**src/rtl/alu_div_seq.sv**
```systemverilog
`default_nettype none
// ============================================================================
//  Module      : alu_div_seq
//  Description : Multi-cycle 8/8 restoring divider that borrows the core ALU
//                through a req/gnt handshake. Each quotient bit is one ALU
//                subtract, and the ALU's borrow flag selects restore or keep.
//                Optional macro DIV_SIGNED_EN adds the sgn input for
//                two's-complement operands.
//  Revision    : 1.0 - initial release
// ============================================================================
module alu_div_seq #(
    parameter logic [2:0] OP_SUB  = 3'd6,
    parameter logic [2:0] OP_PASS = 3'd4
) (
    input  logic       clk,
    input  logic       rst,
    input  logic       start,
`ifdef DIV_SIGNED_EN
    input  logic       sgn,
`endif
    input  logic [7:0] dividend,
    input  logic [7:0] divisor,
    output logic       busy,
    output logic       done,
    output logic [7:0] quotient,
    output logic [7:0] remainder,
    output logic       div_by_zero,
    output logic       alu_req,
    input  logic       alu_gnt,
    output logic [7:0] alu_a,
    output logic [7:0] alu_b,
    output logic [2:0] alu_op,
    input  logic [7:0] alu_result,
    input  logic       alu_carry
);

    typedef enum logic [2:0] {
        S_IDLE = 3'd0,
        S_ZCHK = 3'd1,
        S_REQ  = 3'd2,
        S_STEP = 3'd3,
        S_DONE = 3'd4
    } state_t;

    state_t     state_q, state_d;
    logic [7:0] q_q, q_d;          // dividend shifting out / quotient shifting in
    logic [7:0] d_q, d_d;          // divisor (magnitude once past ZCHK)
    logic [7:0] r_q, r_d;          // partial remainder
    logic [2:0] cnt_q, cnt_d;      // step counter, 7 marks the last step
    logic       busy_q, busy_d;
    logic       done_q, done_d;
    logic       req_q, req_d;
    logic [7:0] quot_q, quot_d;
    logic [7:0] rem_q, rem_d;
    logic       dbz_q, dbz_d;
`ifdef DIV_SIGNED_EN
    logic       sgn_q, sgn_d;      // operation is signed
    logic       qneg_q, qneg_d;    // operand signs differ: negate quotient
    logic       rneg_q, rneg_d;    // dividend negative: negate remainder
`endif

    // Per-step combinational helpers
    logic [7:0] step_s;            // shifted partial remainder fed to the ALU
    logic [7:0] step_r;            // partial remainder after this step
    logic [7:0] step_q;            // quotient register after this step

    // State and datapath registers with synchronous active-low reset
    always_ff @(posedge clk) begin
        if (!rst) begin
            state_q <= S_IDLE;
            q_q     <= 8'h00;
            d_q     <= 8'h00;
            r_q     <= 8'h00;
            cnt_q   <= 3'd0;
            busy_q  <= 1'b0;
            done_q  <= 1'b0;
            req_q   <= 1'b0;
            quot_q  <= 8'h00;
            rem_q   <= 8'h00;
            dbz_q   <= 1'b0;
`ifdef DIV_SIGNED_EN
            sgn_q   <= 1'b0;
            qneg_q  <= 1'b0;
            rneg_q  <= 1'b0;
`endif
        end else begin
            state_q <= state_d;
            q_q     <= q_d;
            d_q     <= d_d;
            r_q     <= r_d;
            cnt_q   <= cnt_d;
            busy_q  <= busy_d;
            done_q  <= done_d;
            req_q   <= req_d;
            quot_q  <= quot_d;
            rem_q   <= rem_d;
            dbz_q   <= dbz_d;
`ifdef DIV_SIGNED_EN
            sgn_q   <= sgn_d;
            qneg_q  <= qneg_d;
            rneg_q  <= rneg_d;
`endif
        end
    end

    // Next-state, datapath update and ALU drive
    always_comb begin
        state_d = state_q;
        q_d     = q_q;
        d_d     = d_q;
        r_d     = r_q;
        cnt_d   = cnt_q;
        busy_d  = busy_q;
        done_d  = 1'b0;
        req_d   = req_q;
        quot_d  = quot_q;
        rem_d   = rem_q;
        dbz_d   = dbz_q;
`ifdef DIV_SIGNED_EN
        sgn_d   = sgn_q;
        qneg_d  = qneg_q;
        rneg_d  = rneg_q;
`endif
        alu_op  = OP_PASS;
        alu_a   = 8'h00;
        alu_b   = 8'h00;

        // Restoring step: a borrow means S < D, so keep S and shift in 0
        step_s  = {r_q[6:0], q_q[7]};
        step_r  = alu_carry ? step_s : alu_result;
        step_q  = {q_q[6:0], ~alu_carry};

        case (state_q)
            S_IDLE: begin
                if (start) begin
                    q_d     = dividend;
                    d_d     = divisor;
                    r_d     = 8'h00;
                    busy_d  = 1'b1;
`ifdef DIV_SIGNED_EN
                    sgn_d   = sgn;
`endif
                    state_d = S_ZCHK;
                end
            end

            S_ZCHK: begin
                if (d_q == 8'h00) begin
                    // q_q still holds the raw dividend here
                    quot_d  = 8'hFF;
                    rem_d   = q_q;
                    dbz_d   = 1'b1;
                    busy_d  = 1'b0;
                    done_d  = 1'b1;
                    state_d = S_DONE;
                end else begin
`ifdef DIV_SIGNED_EN
                    // Magnitudes are formed locally so the ALU is only
                    // borrowed for the eight subtract steps
                    qneg_d = sgn_q & (q_q[7] ^ d_q[7]);
                    rneg_d = sgn_q & q_q[7];
                    if (sgn_q && q_q[7]) begin
                        q_d = (~q_q) + 8'd1;
                    end
                    if (sgn_q && d_q[7]) begin
                        d_d = (~d_q) + 8'd1;
                    end
`endif
                    req_d   = 1'b1;
                    state_d = S_REQ;
                end
            end

            S_REQ: begin
                if (alu_gnt) begin
                    cnt_d   = 3'd0;
                    state_d = S_STEP;
                end
            end

            S_STEP: begin
                // Operands stay on the bus through a grant stall; only the
                // register update waits for the grant
                alu_op = OP_SUB;
                alu_a  = step_s;
                alu_b  = d_q;
                if (alu_gnt) begin
                    r_d   = step_r;
                    q_d   = step_q;
                    cnt_d = cnt_q + 3'd1;
                    if (cnt_q == 3'd7) begin
                        quot_d  = step_q;
                        rem_d   = step_r;
`ifdef DIV_SIGNED_EN
                        if (qneg_q) begin
                            quot_d = (~step_q) + 8'd1;
                        end
                        if (rneg_q) begin
                            rem_d = (~step_r) + 8'd1;
                        end
`endif
                        dbz_d   = 1'b0;
                        req_d   = 1'b0;
                        busy_d  = 1'b0;
                        done_d  = 1'b1;
                        state_d = S_DONE;
                    end
                end
            end

            S_DONE: begin
                // Results were latched on entry; done lasts this one cycle
                state_d = S_IDLE;
            end

            default: begin
                state_d = S_IDLE;
            end
        endcase
    end

    assign busy        = busy_q;
    assign done        = done_q;
    assign quotient    = quot_q;
    assign remainder   = rem_q;
    assign div_by_zero = dbz_q;
    assign alu_req     = req_q;

endmodule
`default_nettype wire
```
**config.mk**
```make
export PLATFORM = sky130hd
export DESIGN_NAME = alu_div_seq
export DESIGN_NICKNAME = d
export VERILOG_FILES = /design/src/rtl/alu_div_seq.sv
export SDC_FILE = /design/constraint.sdc
export NUM_CORES = 1
export LEC_CHECK = 0
export CORE_MARGIN = 2
export CORE_UTILIZATION = 25
export CTS_CLUSTER_DIAMETER = 100
export DETAILED_ROUTE_END_ITERATION = 10
export PLACE_DENSITY_LB_ADDON = 0.3
export SLEW_MARGIN = 20
export SYNTH_ARGS = -nofsm -noshare
export SYNTH_HDL_FRONTEND = slang
export SYNTH_SLANG_ARGS = --single-unit
```
**constraint.sdc**
```tcl
create_clock -name clk -period 3.5 [get_ports clk]
set_clock_uncertainty 0.05 [all_clocks]
set_input_delay 0.7 -clock clk [delete_from_list [all_inputs] [get_ports clk]]
set_output_delay 0.7 -clock clk [all_outputs]
set_load 0.02 [all_outputs]
```
Word level (Yosys, flattened, before mapping):

Cells that the tools add are included.

* register bits after elaboration: 49
* input bits: 29
* output and inout bits: 39
* logic and storage cells: 76

* add/subtract/negate cells: 1
* equal/unequal tests: 10
* multiplexer cells: 40
* bitwise logic cells: 1
* reductions and logical operators: 13

Operator list (number)
* $mux W8: 11
* $pmux W8 S2: 3
* $mux W3: 7
* $mux W7: 2
* $pmux W7 S2: 1
* $ne A2 B2 Y1 const B: 6
* $pmux W3 S4: 1
* $reduce_and A4 Y1: 3
* $mux W1: 9
* $logic_not A8 Y1: 1
* $eq A3 B2 Y1 const B: 2
* $pmux W1 S2: 3
* $pmux W3 S2: 1
* $reduce_and A3 Y1: 2
* $reduce_bool A2 Y1: 3
* $reduce_and A5 Y1: 1
* $add A3 B1 Y3 const B: 1
* $eq A3 B1 Y1 const B: 1
* $eq A3 B3 Y1 const B: 1
* $logic_not A3 Y1: 1
* $pmux W1 S3: 1
* $reduce_bool A3 Y1: 1
* $mux W2: 1
* $reduce_and A2 Y1: 1
* $not A1 Y1: 1

Depth between registers and ports, before layout:

Gate-level depths: netlist (run 1).

* depth after elaboration: 4
* mapped depth: 8
* gate-level depth less buffers: 5

Least setup slack after synthesis (run 1):

No wires, ideal clock.

* path kind: register -> output
* start: register state_q[2]
* end: output port alu_a[3]
* arrival: 1.442 ns
* required time: 2.750 ns
* setup slack: 1.308 ns
* stages on the path, launching flop included: 6
* buffers on the path: 2
* path through: dfxtp_1 > buf_2 > nand3b_1 > inv_2 > clkbuf_1 > and2_1

* longest elaborated chain between the ends: 2

RTL lines
* from (decl): RTL line 45 `state_t state_q, state_d;`
* from (signal assigned): RTL line 87 `state_q <= state_d;`
* $eq A3 B2 Y1: RTL line 133 `case (state_q)`
* $mux W8: RTL line 133
* to (decl): RTL line 30 `output logic [7:0] alu_a,`

Every way passes these cells.

Worst setup path after layout (run 1):

* start: register state_q[0]
* end: output port alu_a[7]

The elaborated chain is that of the path after synthesis.

==> metrics.md, run 1 <==
| Metric | Value |
|---|---|
| Mapped Cells | 282 |
| Min-delay worst type | register to register |
| Diode count | 0 |
| Setup violators final | 0 |
| Tot Pwr | 1.31 mW |
| Synth-to-Final Area Change | 34.2% |
| Dominant cell type by area after synthesis | dfxtp_1 |
| # Post-CTS Setup Buffers | 0 |
| Cell depth of the worst flop-to-flop path | 4 |
| Flops & latches, synth | 49 |
| Kind of critical path | register to primary output |
| Synth top area cells | dfxtp_1, nand2_1, o21ai_0 |
| Reg2Reg Launch Point | state_q[0] |
| Height of the die | 99.7 µm |
| Slew Viols, Final | 0 |
| Post-CTS Resized | 0 |
| Final Hold Viols | 0 |
| Tightest Pin Transition | about 0.66 ns |
| GR Util All Layers | 13.0% |
| Post-synth cell types | 40 |
| Final global-route overflow total | 0 |
| CTS Hold Bufs | 0 |
| IO Count | 68 |
| Via count | 2128 |
| Die width | approximately 100 µm |
| Std cell rows | 34 |
| Drt pass-1 iters | 4 |
| Initial cell density of the core | 26.0% |
| CTS tree | done |
| Critical path launch point | state_q[0] |
| CTS buffer count | 5 |
| Final Critical Period | slightly below 3 ns |
| Clock latency on the worst-skew pair | 0.30 ns |
| Ys Warns | 0 |
| Post-layout net count | 362 |
| 1st-iter DRT viols | just under 90 |
| Share of post-route cells with drive strength above 1 | 5.74% |
| Hold endpoint | div_by_zero |
| Final core occ | between 30% and 40% |
| First-pass GRT wire length | 10500 µm |
| PortBufs | 65 |
| GP Congestion | 0.774 |
| FF-to-FF End | quotient[0] |
| Cell Area, Synth | 2290 µm² |
| Post-route ant nets | 0 |
| Setup repair after global routing missed its margin | no |
| Status | finished, final reports clean |
| Crit path DAT | 2.14 ns |
| DRC | 0 |
| Wire per inst | 14.9 µm |
| Routed wire length | 6530 µm |
| Synth top area share | 42.8% |
| Total Neg Setup Slack | 0 ns |
| Slowest CP cell | clkdlybuf4s50_1 |
| Die area | roughly 9900 µm² |
| Max-cap violations | 0 |
| Critical Path RT | 2.75 ns |
| HPWL Detailed | 4630 µm |
| Max Fclk | 0.347 GHz |
| Slew headroom | between 50% and 60% |
| Worst Path Max Fanout | 19 |
| Register area share after synthesis | 42.8% |
| CP startpoint kind | register |
| Maximum vdd drop | about 0.17 mV |
| Worst R2R Setup Slack | roughly 1.1 ns |
| Vias per cell | 4.85 |
| Hold_sp | div_by_zero |
| Syn_nets | 313 |
| Hold depth | 2 |
| Crit path cell chain | nand3b_1 > inv_2 > and2_1 > clkdlybuf4s50_1 |
| Leakage | 1.08 nW |
| Sink Count | 49 |
| Period Utilization, post-route | 82.4% |
| Deepest clock path buffer count | 2 |
| Root Driver | clkbuf_8 |
| H-tree Lvls | 2 |
| Largest net degree at the start of global routing | 34 |
| PwrDens | 426 nW/µm² |
| Vias in the first global route | 2069 |
| Clock-pin slew on the worst setup and hold paths | 0.09 ns |
| Initial antenna violation count | 0 |
| Max incr delay on CP | between 0.6 and 0.7 ns |
| Endpoint class of the critical path | primary output |
| Core box area | between 8000 and 9000 µm² |
| Mapped Avg Cell Area | 8.12 µm² |
-- cell usage after synthesis --
library cell	count
a211oi_1	3
a21o_1	1
a21oi_1	20
a21oi_2	1
a221oi_1	1
a22oi_1	1
a311oi_1	7
a31o_2	1
a41oi_1	1
and2_1	17
and3_1	1
buf_1	2
buf_2	3
buf_4	3
buf_6	3
clkbuf_1	17
conb_1	2
dfxtp_1	49
ha_1	2
inv_1	1
inv_2	1
mux2i_1	8
nand2_1	53
nand2b_1	2
nand3_1	4
nand3_2	1
nand3b_1	2
nand4_1	15
nor2_1	13
nor3_1	1
nor3b_1	2
nor4_1	2
nor4b_4	1
o211ai_1	8
o21ai_0	22
o22ai_1	1
o2bb2ai_1	1
or2_2	1
or3_1	7
or4b_2	1
-- critical path, delay by kind of cell, from the launching register on --
family | cells | cell delay, ns
and+or+nand+nor | 2 | 0.38
DFF | 1 | 0.60
buffers and inverters | 2 | 0.86
-- area by class of cell --
class / count / area (µm²)
clock buffer: 5 / 68.8
multi-input combinational: 203 / 1160
sequential: 49 / 981
timing repair buffer: 70 / 688
clock inverter: 2 / 35.0
fill: 908 / 5730
inverter: 2 / 7.51
tap: 108 / 135
-- where the power goes --
part	switching (mW)	internal, mW
clock network	0.188	0.208
registers	0.0444	0.603
logic	0.149	0.119
total	0.381	0.930
-- placed cells by master, fill, tap and decap left out, types with 4 or more instances in the layout --
master	instances
a311oi_1	7
a21oi_1	20
mux2i_1	8
or3_1	7
dfxtp_1	49
nand4_1	15
clkbuf_8	5
o21ai_0	22
buf_4	5
nand2_1	53
and2_1	17
nor2_1	13
clkdlybuf4s50_1	65
nand3_1	4
o211ai_1	8
-- worst max-delay path by stage --
stage                     endpoint  slack, ns  cells past startpoint
after global placement      r_q[3]       0.85                      5
after global routing      alu_a[6]       0.49                      4
after detailed placement    q_q[2]       0.75                      5
after floorplan           alu_a[3]       1.31                      5
after CTS                 alu_a[2]       0.58                      4
final                     alu_a[7]       0.61                      4
-- routing by layer --
metal  up-vias  wire length, µm  global-route usage [%]  share of wire (%)
li1       1082                -                       -                  -
met1       987             3210                    18.5                 49
met2        55             2990                    20.3                 46
met3         4              261                    2.46                4.0
met4         0               70                    3.27                1.1
met5         -                0                       0                  0
-- through the flow --
step | instances | instance area [µm²] | hold slack [ns] | setup slack (ns)
2_1_floorplan | 282 | 2290 | 0.386 | 1.31
3_3_place_gp | 432 | 2970 | 0.394 | 0.848
3_5_place_dp | 432 | 2970 | 0.402 | 0.752
4_1_cts | 439 | 3080 | 0.414 | 0.575
5_1_grt | 439 | 3080 | 0.437 | 0.489
6_report | 439 | 3080 | 0.419 | 0.615
-- state kept, by name, indices dropped and copies added (netlist names) --
register / count
q_q: 8
alu_req: 1
state_q: 3
cnt_q: 3
div_by_zero: 1
r_q: 7
quotient: 8
d_q: 8
done: 1
remainder: 8
busy: 1
-- kinds of logic (layout without fill, tap and decap cells) --
logic type      after synthesis  count (layout)  share of synthesized area [%]
simple gates                123             123                           27.4
compound gates               68              68                           18.3
flops                        49              49                           42.8
buf+inv                      30              79                           6.55
mux                           8               8                           3.50
fa+ha+maj                     2               2                           1.09
other cells                   2               2                          0.328
Power figures use the tool's default switching activity.
==> run 2: changes to the inputs <==
- clock period: 3.5 -> 2.3 ns (I/O delays scaled with it)
==> run 2 against run 1 <==
Final area up 1.9%. Critical endpoint is now alu_op[1]. Setup slack worse by 0.50 ns. Combinational power rose by 67%. Clock power increased by 56%. Non-clock buffer count grew 9. First-iteration DRC count up 22%. Final cell count increased by 2.3%.
==> metrics.md, run 2 (same netlist as run 1, synthesis figures left out) <==
| Metric | Value |
|---|---|
| Total Neg Setup Slack | 0 ns (unchanged) |
| Comb pwr share | 21.9% (+1.5 points) |
| Final Critical Period | about 2.2 ns |
| CTS Hold Bufs | 0 (unchanged) |
| Height of the die | 99.7 µm (unchanged) |
| Endpoint class of the critical path | primary output |
| # Post-CTS Setup Buffers | 0 (unchanged) |
| Area of the multi-input gates | 1160 µm² (unchanged) |
| Die area | 9950 µm² (unchanged) |
| DRC | 0 (unchanged) |
| Clock-pin slew on the worst setup and hold paths | 0.09 ns (about the same) |
| Met2 wire length | 2980 µm (-0.44%) |
| 1st-iter DRT viols | 109 (+22%) |
| Maximum vdd drop | 0.261 mV (+52%) |
| DR WL met3 | 297 µm (+14%) |
| Post-layout net count | 371 (+2.5%) |
| Slew headroom | 61.7% (+5.7 points) |
| Via count | 2167 (+1.8%) |
| Most frequent cells in the layout | nand2_1, dfxtp_1, clkdlybuf4s50_1 |
| Final worst setup slack | 0.118 ns (-0.497 ns) |
| Vias in the first global route | 2035 (-1.6%) |
| HPWL Detailed | 4730 µm (+2.1%) |
| Fillcell total | 925 (+1.9%) |
| Critical Path RT | 1.79 ns (-0.96 ns) |
| Final Hold Viols | 0 (unchanged) |
| Initial antenna violation count | 0 (unchanged) |
| CTS buffer count | 5 (unchanged) |
| Initial cell density of the core | 26.0% (unchanged) |
| Tightest Pin Transition | 0.569 ns (-0.0879 ns) |
| Register area | 981 µm² (unchanged) |
| Synth-to-Final Area Change | 36.8% |
| Reg2Reg Launch Point | state_q[2] |
| GR Util All Layers | 12.9% (-0.16 points) |
| First-pass GRT wire length | 10300 µm (-1.5%) |
| P_sw | 0.587 mW (+54%) |
| CP startpoint kind | register |
| Worst Path Max Fanout | 20 (+1) |
| Share of post-route cells with drive strength above 1 | 8.21% (+2.5 points) |
| Status | finished, final reports clean |
| Slew Viols, Final | 0 (unchanged) |
| Max-cap violations | 0 (unchanged) |
| GP Congestion | 0.746 (-3.6%) |
| Sw Share | 28.9% (-0.18 points) |
| Largest net degree at the start of global routing | 33 (-2.9%) |
| Deepest clock path buffer count | 2 (unchanged) |
| Post-route ant nets | 0 (unchanged) |
| Routed wire length | 6470 µm (-0.89%) |
| Final global-route overflow total | 0 (unchanged) |
| Die width | 99.7 µm (unchanged) |
| Hold_sp | div_by_zero |
| PortBufs | 65 (unchanged) |
| Commonest non-fill, non-tap cell in the layout | nand2_1 |
| H-tree Lvls | 2 (unchanged) |
| Highest metal used | met4 |
| Core box area | 8810 µm² (unchanged) |
| CTS tree | done |
| PwrDens | 649 nW/µm² (+52%) |
| Leakage | 1.20 nW (+11%) |
| Drt pass-1 iters | 4 (unchanged) |
| Sink Count | 49 (unchanged) |
| Max Fclk | between 0.4 and 0.5 GHz |
| Clock network power share | 30.3% (about the same) |
| Setup repair after global routing missed its margin | no |
| Setup violators final | 0 (unchanged) |
| Reg power frac | 47.7% (-1.7 points) |
| Internal power | 1.45 mW (+56%) |
| Pre-CTS setup slack | 0.206 ns (-0.546 ns) |
| Clock latency on the worst-skew pair | 0.30 ns (about the same) |
| Root Driver | clkbuf_8 |
| Crit path DAT | 1.67 ns (-0.47 ns) |
| Vias per cell | 4.83 (-0.44%) |
| Wl on met1 | 3150 µm (-2.1%) |
| Critical path launch point | state_q[2] |
| Std cell rows | 34 (unchanged) |
| Min-delay worst type | register to register |
| IO Count | 68 (unchanged) |
| Period Utilization, post-route | 94.9% |
| Wire per inst | 14.4 µm (-3.1%) |
| Kind of critical path | register to primary output |
| Diode count | 0 (unchanged) |
-- run 2: area by class of cell --
type                    count  area share (%)
clock inverters             2            1.24
inverters                   2           0.319
clock buffers               6            2.32
repair buffers             79            23.5
multi-input cells         203            37.0
well taps                 108            4.31
flip-flops and latches     49            31.3
-- run 2: repair_timing --
item | in CTS | in global routing
setup endpoints to repair | 16 | 0
gates resized for setup | 17 | 0
hold endpoints to repair | 0 | 0
-- run 2: per-stage QoR --
step                instance area [µm²]  hold WS, ns  std cells  util [%]  total power, mW
finish                             3130        0.411        449      35.6             2.03
CTS                                3130        0.415        449      35.6             2.05
global route                       3130        0.431        449      35.6             2.13
detailed placement                 3040        0.402        441      34.5             1.44
floorplan                          2290        0.386        282         -             1.25
global placement                   3040        0.395        441      34.5             1.43
-- run 2: power groups by stage --
stage | clock network [mW] | logic, mW | registers (mW)
after floorplan | 0 | 0.245 | 1.01
after global placement | 0 | 0.441 | 0.991
after detailed placement | 0 | 0.449 | 0.992
after CTS | 0.632 | 0.449 | 0.972
after global routing | 0.663 | 0.485 | 0.981
final | 0.616 | 0.446 | 0.970
-- run 2: metal layers --
layer | vias to the layer above | track usage [%]
li1 | 1102 | -
met1 | 1009 | 18.3
met2 | 52 | 20.3
met3 | 4 | 2.53
met4 | 0 | 2.53
met5 | - | 0
-- run 2: path summary, 6_finish.rpt --
check,end,slack [ns],cells after the start
hold / removal,div_by_zero,0.41,2
setup reg to reg,quotient[0],0.32,6
setup / recovery,alu_op[1],0.12,3
hold reg to reg,div_by_zero,0.41,2
-- run 2: worst max-delay path, stage by stage, from the launching register on --
cell,delay (ns)
dfxtp_1,0.32
nand3b_1,0.21
inv_4,0.20
clkdlybuf4s50_1,0.64
==> run 3: changes to the inputs <==
- CAP_MARGIN: default -> 20
- SLEW_MARGIN: 20 -> default
==> results of run 3 <==
Final layout, timing and power as in run 2 (identical DEF).
